### src/rtl/vixen_muldiv_sched.sv
// Shared mul/div issue scheduler: round-robin grant across four threads, one issue per cycle,
// and a credit-managed writeback FIFO that always has room for every in-flight completion.
module vixen_muldiv_sched #(
    parameter int NUM_THREADS = 4,
    parameter int WB_DEPTH    = 4,
    parameter int UOP_W       = 64,
    parameter int ROB_W       = 6
) (
    input  logic                         clk,
    input  logic                         rst_n,
    input  logic [NUM_THREADS-1:0]       req_valid,
    output logic [NUM_THREADS-1:0]       req_ready,
    input  logic [NUM_THREADS-1:0]       req_is_div,
    input  logic [NUM_THREADS*UOP_W-1:0] req_uop,
    input  logic [NUM_THREADS*ROB_W-1:0] req_rob_id,
    output logic                         mul_issue_valid,
    output logic [UOP_W-1:0]             mul_issue_uop,
    output logic [ROB_W-1:0]             mul_issue_rob_id,
    output logic [1:0]                   mul_issue_thread_id,
    input  logic                         mul_complete,
    input  logic [UOP_W-1:0]             mul_result,
    input  logic [ROB_W-1:0]             mul_rob_id,
    input  logic [1:0]                   mul_thread_id,
    output logic                         div_issue_valid,
    output logic [UOP_W-1:0]             div_issue_uop,
    output logic [ROB_W-1:0]             div_issue_rob_id,
    output logic [1:0]                   div_issue_thread_id,
    input  logic                         div_complete,
    input  logic [UOP_W-1:0]             div_result,
    input  logic [ROB_W-1:0]             div_rob_id,
    input  logic [1:0]                   div_thread_id,
    output logic                         wb_valid,
    input  logic                         wb_ready,
    output logic [UOP_W-1:0]             wb_result,
    output logic [ROB_W-1:0]             wb_rob_id,
    output logic [1:0]                   wb_thread_id,
    output logic                         sched_busy
);

    localparam int PW = (WB_DEPTH > 1) ? $clog2(WB_DEPTH) : 1;
    localparam int CW = PW + 1;
    localparam int EW = UOP_W + ROB_W + 2;

    logic [1:0]    rr_ptr_q;
    logic [CW-1:0] fifo_count_q, fifo_count_d;
    logic [CW-1:0] mul_inflight_q, mul_inflight_d;
    logic          div_inflight_q;
    logic [PW-1:0] wr_ptr_q, wr_ptr_d, rd_ptr_q, rd_ptr_d, div_wr_addr;
    logic [EW-1:0] fifo_mem [WB_DEPTH];

    logic [CW:0]   used;
    logic          credit_ok;
    logic [3:0]    eligible;
    logic [1:0]    gnt_idx, cand;
    logic          gnt_found, do_grant, gnt_is_div, mul_grant, div_grant;
    logic [UOP_W-1:0] gnt_uop;
    logic [ROB_W-1:0] gnt_rob;
    logic          mul_push, div_push, pop;
    logic [EW-1:0] head;

    // Every in-flight op already owns a FIFO slot, so completions can never be refused.
    assign used      = {1'b0, fifo_count_q} + {1'b0, mul_inflight_q} + {{CW{1'b0}}, div_inflight_q};
    assign credit_ok = used < (CW+1)'(WB_DEPTH);

    always_comb begin
        for (int i = 0; i < 4; i++) begin
            eligible[i] = req_valid[i] && credit_ok && (!req_is_div[i] || !div_inflight_q);
        end
    end

    always_comb begin
        gnt_idx   = rr_ptr_q;
        gnt_found = 1'b0;
        cand      = rr_ptr_q;
        for (int k = 0; k < 4; k++) begin
            cand = rr_ptr_q + 2'(k);
            if (!gnt_found && eligible[cand]) begin
                gnt_found = 1'b1;
                gnt_idx   = cand;
            end
        end
    end

    assign do_grant   = gnt_found && rst_n;
    assign req_ready  = do_grant ? (NUM_THREADS'(1) << gnt_idx) : '0;
    assign gnt_is_div = req_is_div[gnt_idx];
    assign gnt_uop    = req_uop[gnt_idx*UOP_W +: UOP_W];
    assign gnt_rob    = req_rob_id[gnt_idx*ROB_W +: ROB_W];
    assign mul_grant  = do_grant && !gnt_is_div;
    assign div_grant  = do_grant && gnt_is_div;

    // Completions with nothing in flight are stale results from before a reset.
    assign mul_push = mul_complete && (mul_inflight_q != '0);
    assign div_push = div_complete && div_inflight_q;
    assign wb_valid = fifo_count_q != '0;
    assign pop      = wb_valid && wb_ready;

    always_comb begin
        mul_inflight_d = mul_inflight_q + CW'(mul_grant) - CW'(mul_push);
        fifo_count_d   = fifo_count_q + CW'(mul_push) + CW'(div_push) - CW'(pop);
        wr_ptr_d       = wr_ptr_q + PW'(mul_push) + PW'(div_push);
        rd_ptr_d       = rd_ptr_q + PW'(pop);
        div_wr_addr    = mul_push ? wr_ptr_q + PW'(1) : wr_ptr_q;
    end

    always_ff @(posedge clk or negedge rst_n) begin
        if (!rst_n) begin
            rr_ptr_q            <= '0;
            fifo_count_q        <= '0;
            mul_inflight_q      <= '0;
            div_inflight_q      <= 1'b0;
            wr_ptr_q            <= '0;
            rd_ptr_q            <= '0;
            mul_issue_valid     <= 1'b0;
            mul_issue_uop       <= '0;
            mul_issue_rob_id    <= '0;
            mul_issue_thread_id <= '0;
            div_issue_valid     <= 1'b0;
            div_issue_uop       <= '0;
            div_issue_rob_id    <= '0;
            div_issue_thread_id <= '0;
        end else begin
            fifo_count_q    <= fifo_count_d;
            mul_inflight_q  <= mul_inflight_d;
            wr_ptr_q        <= wr_ptr_d;
            rd_ptr_q        <= rd_ptr_d;
            mul_issue_valid <= mul_grant;
            div_issue_valid <= div_grant;
            if (do_grant) begin
                rr_ptr_q <= gnt_idx + 2'd1;
            end
            if (div_grant) begin
                div_inflight_q <= 1'b1;
            end else if (div_push) begin
                div_inflight_q <= 1'b0;
            end
            if (mul_grant) begin
                mul_issue_uop       <= gnt_uop;
                mul_issue_rob_id    <= gnt_rob;
                mul_issue_thread_id <= gnt_idx;
            end
            if (div_grant) begin
                div_issue_uop       <= gnt_uop;
                div_issue_rob_id    <= gnt_rob;
                div_issue_thread_id <= gnt_idx;
            end
        end
    end

    // Same-cycle completions land mul first, then div, in consecutive slots.
    always_ff @(posedge clk) begin
        if (mul_push) begin
            fifo_mem[wr_ptr_q] <= {mul_result, mul_rob_id, mul_thread_id};
        end
        if (div_push) begin
            fifo_mem[div_wr_addr] <= {div_result, div_rob_id, div_thread_id};
        end
    end

    assign head         = fifo_mem[rd_ptr_q];
    assign wb_result    = wb_valid ? head[EW-1 -: UOP_W] : '0;
    assign wb_rob_id    = wb_valid ? head[ROB_W+1 -: ROB_W] : '0;
    assign wb_thread_id = wb_valid ? head[1:0] : '0;
    assign sched_busy   = (mul_inflight_q != '0) || div_inflight_q || (fifo_count_q != '0);

endmodule

### config.mk
export PLATFORM = sky130hd
export DESIGN_NAME = vixen_muldiv_sched
export DESIGN_NICKNAME = d
export VERILOG_FILES = /design/src/rtl/vixen_muldiv_sched.sv
export SDC_FILE = /design/constraint.sdc
export NUM_CORES = 1
export LEC_CHECK = 0
export ABC_CLOCK_PERIOD_IN_PS = 3650
export CAP_MARGIN = 10
export CORE_AREA = 2 2 267 269
export CTS_BUF_LIST = sky130_fd_sc_hd__clkbuf_16
export DETAILED_ROUTE_END_ITERATION = 16
export DIE_AREA = 0 0 269 271
export GPL_TIMING_DRIVEN = 0
export HOLD_SLACK_MARGIN = 0.06
export SYNTH_ARGS = -nofsm -noshare
export SYNTH_HDL_FRONTEND = slang
export SYNTH_SLANG_ARGS = --single-unit
### constraint.sdc
create_clock -name clk -period 3.65 [get_ports clk]
set_input_delay 0.365 -clock clk [delete_from_list [all_inputs] [get_ports clk]]
set_output_delay 0.365 -clock clk [all_outputs]
set_load 0.1 [all_outputs]
==> results_dict.tcl <==
set metrics [dict create \
    synthesis.yosys.warnings 0 \
    dr.first_iter.drc_count 953 \
    seqCellArea_mm2 0.0126 \
    buffer_ports.inserted 660 \
    grt_start_max_net_pins 90 \
    worst-endpoint-arrival_ps 4120 \
    worstPathRequired_ps 4150 \
    postLayoutCoreUtil_pct 47.8 \
    syn_avg_cell_area_um2 15.0 \
    starting_density_of_the_core_pct 32.9 \
    core_region_area_mm2 0.0698 \
    post_drt_via_cell_ratio 5.05 \
    globalRouteOverflowTotal 0 \
    regToRegStartpoint "mul_inflight_q[0]" \
    max_cap_violations 0 \
    synthesis.instances 1530 \
    rows 97 \
    synth.ff_latch_count 447 \
    relSlewSlack_pct 19.7 \
    rsz0062_at_grt "true" \
    detailed_place_hpwl_mm 66.2 \
    fp.dieArea_mm2 0.0729 \
    final_max_slew_viol_count 0 \
    max_slew.worst_pin.slew_ps 1200 \
    synth.cell_area_mm2 0.0230 \
    drt_first_pass_iters 5 \
    n_fill_cell 6165 \
    numClockSinks 447 \
    ys_seq_area_share_pct 55.0 \
    fp.dieH_um 271 \
    worstPathMaxFanout 4 \
    timing.critical_path.from_type "flip-flop" \
    cts_inserted_buffers 52 \
    grt_first_pass_wirelength_mm 126 \
    worstReg2RegEnd "mul_inflight_q[2]" \
    finish.net_count 2731 \
    final_layout_size_suffix_gt1_share_pct 30.0 \
    synthFlopType "sky130_fd_sc_hd__edfxtp_1" \
    final_period_minus_worst_setup_slack_ps 3620 \
    antenna_found_initial 63 \
    area.growth.synth_to_final_pct 45.3 \
    path_class "reg -> reg" \
    globalRouteTotalUtil_pct 23.9 \
    r2r_slack_ps 30 \
    number_of_enable_flip_flop_cells_after_synthesis 288 \
    hold_crit_path_type "in -> async" \
    reg2reg_depth 19 \
    first_global_vias 17700 \
    holdWs_ps 362 \
    outcome "completed" \
    timing.fmax_mhz 277 \
    top_level_ports 661 \
    routed_wl_mm 89.5 \
    endpoint_kind "flip-flop" \
    synth_async_sr_flop_share_pct 35.6 \
    cts.root.buffer_cell "sky130_fd_sc_hd__clkbuf_16" \
    hold_violations 0 \
    die-width_um 269 \
    cts-root-to-sink-buffers 3 \
    wl_per_cell_um 27.1 \
    cts_tree "done" \
    clock_tree.htree_level_count 2 \
    drc 0 \
    finalSetupViolCount 0 \
    detailed_route_via_count 16700 \
    place.gp.congestion 0.961 \
    clk_latency_ps 630 \
    drtAntennaViolNets 0 \
    clock_edge_transition_at_the_registers_on_the_reported_setup_and_hold_paths_ps 60 \
    multi_input_gate_area_in_the_final_layout_mm2 0.00998 \
    final_period_util_pct 99.1 \
    synth.distinct_cells 44 \
    finalClockSkew_ps 34.6 \
    synth_nets 1986 \
]
## cell families after synthesis
family,Yosys count,share of synthesized area [%]
flip-flops,447,55.0
AO/OA/AOI/OAI,171,4.87
adder cells (fa/ha/maj),19,1.17
multiplexers,578,31.5
AND/OR/NAND/NOR,181,4.73
buffers and inverters,128,2.55
XOR/XNOR,6,0.229
## cell type report
class / instances / share of cell area, %
flip-flops and latches: 447 / 37.8
multi-input cells: 957 / 29.9
repair buffers: 697 / 21.4
clock buffers: 53 / 3.97
well taps: 940 / 3.52
plain buffers: 100 / 1.76
clock inverters: 44 / 1.00
diodes: 42 / 0.315
inverters: 20 / 0.255
## critical path, cell delays in order (launching register included)
cell and delay [ps]:
sky130_fd_sc_hd__dfrtp_1 400, sky130_fd_sc_hd__ha_1 280, sky130_fd_sc_hd__a21o_1 180, sky130_fd_sc_hd__a2111oi_4 310, sky130_fd_sc_hd__buf_6 180, sky130_fd_sc_hd__a31oi_4 80, sky130_fd_sc_hd__a31oi_4 190, sky130_fd_sc_hd__buf_12 140
sky130_fd_sc_hd__mux2i_4 250, sky130_fd_sc_hd__mux2i_4 120, sky130_fd_sc_hd__nor2_4 170, sky130_fd_sc_hd__buf_12 130, sky130_fd_sc_hd__inv_4 30, sky130_fd_sc_hd__ha_4 210, sky130_fd_sc_hd__inv_4 50, sky130_fd_sc_hd__ha_4 120
sky130_fd_sc_hd__inv_2 30, sky130_fd_sc_hd__fa_2 340, sky130_fd_sc_hd__xnor2_2 150, sky130_fd_sc_hd__xnor2_1 120
## how the worst max path moves through the flow
stage | endpoint | slack [ps] | from | depth (start not counted)
finish | mul_inflight_q[2] | 30 | mul_inflight_q[0] | 19
global route | mul_inflight_q[2] | -90 | mul_inflight_q[0] | 19
CTS | req_ready[2] | -40 | fifo_count_q[0] | 13
detailed placement | req_ready[3] | -1550 | mul_inflight_q[0] | 11
global placement | mul_inflight_q[2] | -6380 | rst_n | 12
floorplan | mul_inflight_q[2] | -140 | fifo_count_q[0] | 17
## through the flow
stage | TNS (ps) | instances | setup WS, ps | cell area, um^2
2_1_floorplan | -139 | 1530 | -139 | 23000
3_3_place_gp | -2228900 | 3130 | -6380 | 30800
3_5_place_dp | -238010 | 3135 | -1550 | 31000
4_1_cts | -72.2 | 3258 | -41.6 | 33300
5_1_grt | -140 | 3294 | -88.7 | 33400
6_report | 0 | 3300 | 34.4 | 33400
## timing repair
action,CTS,global route
hold buffers,1,0
endpoints found under the hold margin,86,0
gates cloned,3,0
pin swaps,12,3
endpoints found under the setup margin,489,162
resized for setup,310,17
buffers inserted,27,3
## registers in the layout (all words and copies together), names as in the netlist
register and flops:
fifo_mem 288, div_issue_uop 64, mul_issue_uop 64, div_issue_rob_id 6, mul_issue_rob_id 6, fifo_count_q 3
mul_inflight_q 3, div_issue_thread_id 2, mul_issue_thread_id 2, rd_ptr_q 2, rr_ptr_q 2, wr_ptr_q 2
div_inflight_q 1, div_issue_valid 1, mul_issue_valid 1
## placed cells by master (no fill, tap or decap), drive strengths merged, types with 2 or more instances in the layout
cell,instances
a21o,4
nor2b,70
dlygate4sd2,5
xnor2,4
buf,72
nor3,5
edfxtp,288
o211ai,2
clkinv,15
mux2,432
clkdlybuf4s50,582
xor2,2
mux4,72
nand2b,2
ha,15
and2,79
inv,45
clkbuf,115
nand2,11
mux2i,74
fa,4
or3,3
diode,42
nor2,5
clkdlybuf4s18,2
bufinv,4
a31oi,2
nand3,6
clkdlybuf4s15,72
o221ai,2
a21oi,79
a211oi,70
o21ai,6
dfrtp,159
## synth_stat cells (2+ instances only)
library cell | instances | share of area (%)
sky130_fd_sc_hd__mux2_2 | 365 | 18
sky130_fd_sc_hd__edfxtp_1 | 288 | 38
sky130_fd_sc_hd__dfrtp_1 | 159 | 17
sky130_fd_sc_hd__a21oi_1 | 79 | 1.7
sky130_fd_sc_hd__and2_1 | 79 | 2.2
sky130_fd_sc_hd__mux2i_1 | 73 | 3.2
sky130_fd_sc_hd__mux4_2 | 72 | 7.1
sky130_fd_sc_hd__a211oi_1 | 70 | 2.3
sky130_fd_sc_hd__nor2b_1 | 70 | 1.9
sky130_fd_sc_hd__clkbuf_1 | 67 | 1.1
sky130_fd_sc_hd__mux2_1 | 67 | 3.3
sky130_fd_sc_hd__buf_2 | 19 | 0.41
sky130_fd_sc_hd__inv_1 | 19 | 0.31
sky130_fd_sc_hd__ha_1 | 15 | 0.82
sky130_fd_sc_hd__nand2_1 | 9 | 0.15
sky130_fd_sc_hd__buf_4 | 8 | 0.26
sky130_fd_sc_hd__buf_1 | 7 | 0.11
sky130_fd_sc_hd__buf_6 | 7 | 0.34
sky130_fd_sc_hd__nand3_1 | 6 | 0.13
sky130_fd_sc_hd__nor3_1 | 5 | 0.11
sky130_fd_sc_hd__a21o_1 | 4 | 0.13
sky130_fd_sc_hd__fa_1 | 4 | 0.35
sky130_fd_sc_hd__nor2_1 | 4 | 0.065
sky130_fd_sc_hd__xnor2_1 | 4 | 0.15
sky130_fd_sc_hd__o21ai_0 | 3 | 0.065
sky130_fd_sc_hd__o21ai_1 | 3 | 0.065
sky130_fd_sc_hd__or3_1 | 3 | 0.082
sky130_fd_sc_hd__nand2b_1 | 2 | 0.054
sky130_fd_sc_hd__o211ai_1 | 2 | 0.065
sky130_fd_sc_hd__o221ai_1 | 2 | 0.076
sky130_fd_sc_hd__xor2_1 | 2 | 0.076
## metal layers
layer | global-route usage (%) | vias to the layer above | routed length [um]
met4 | 12.7 | 34 | 3650
met2 | 41.4 | 582 | 45900
met1 | 26.0 | 8458 | 32600
met3 | 7.63 | 174 | 7150
met5 | 0 | - | 209
li1 | - | 7431 | -
Power is left out: the tool's default activity adds up to more than one toggle a clock period on the data nets, which glitch-free logic cannot reach.
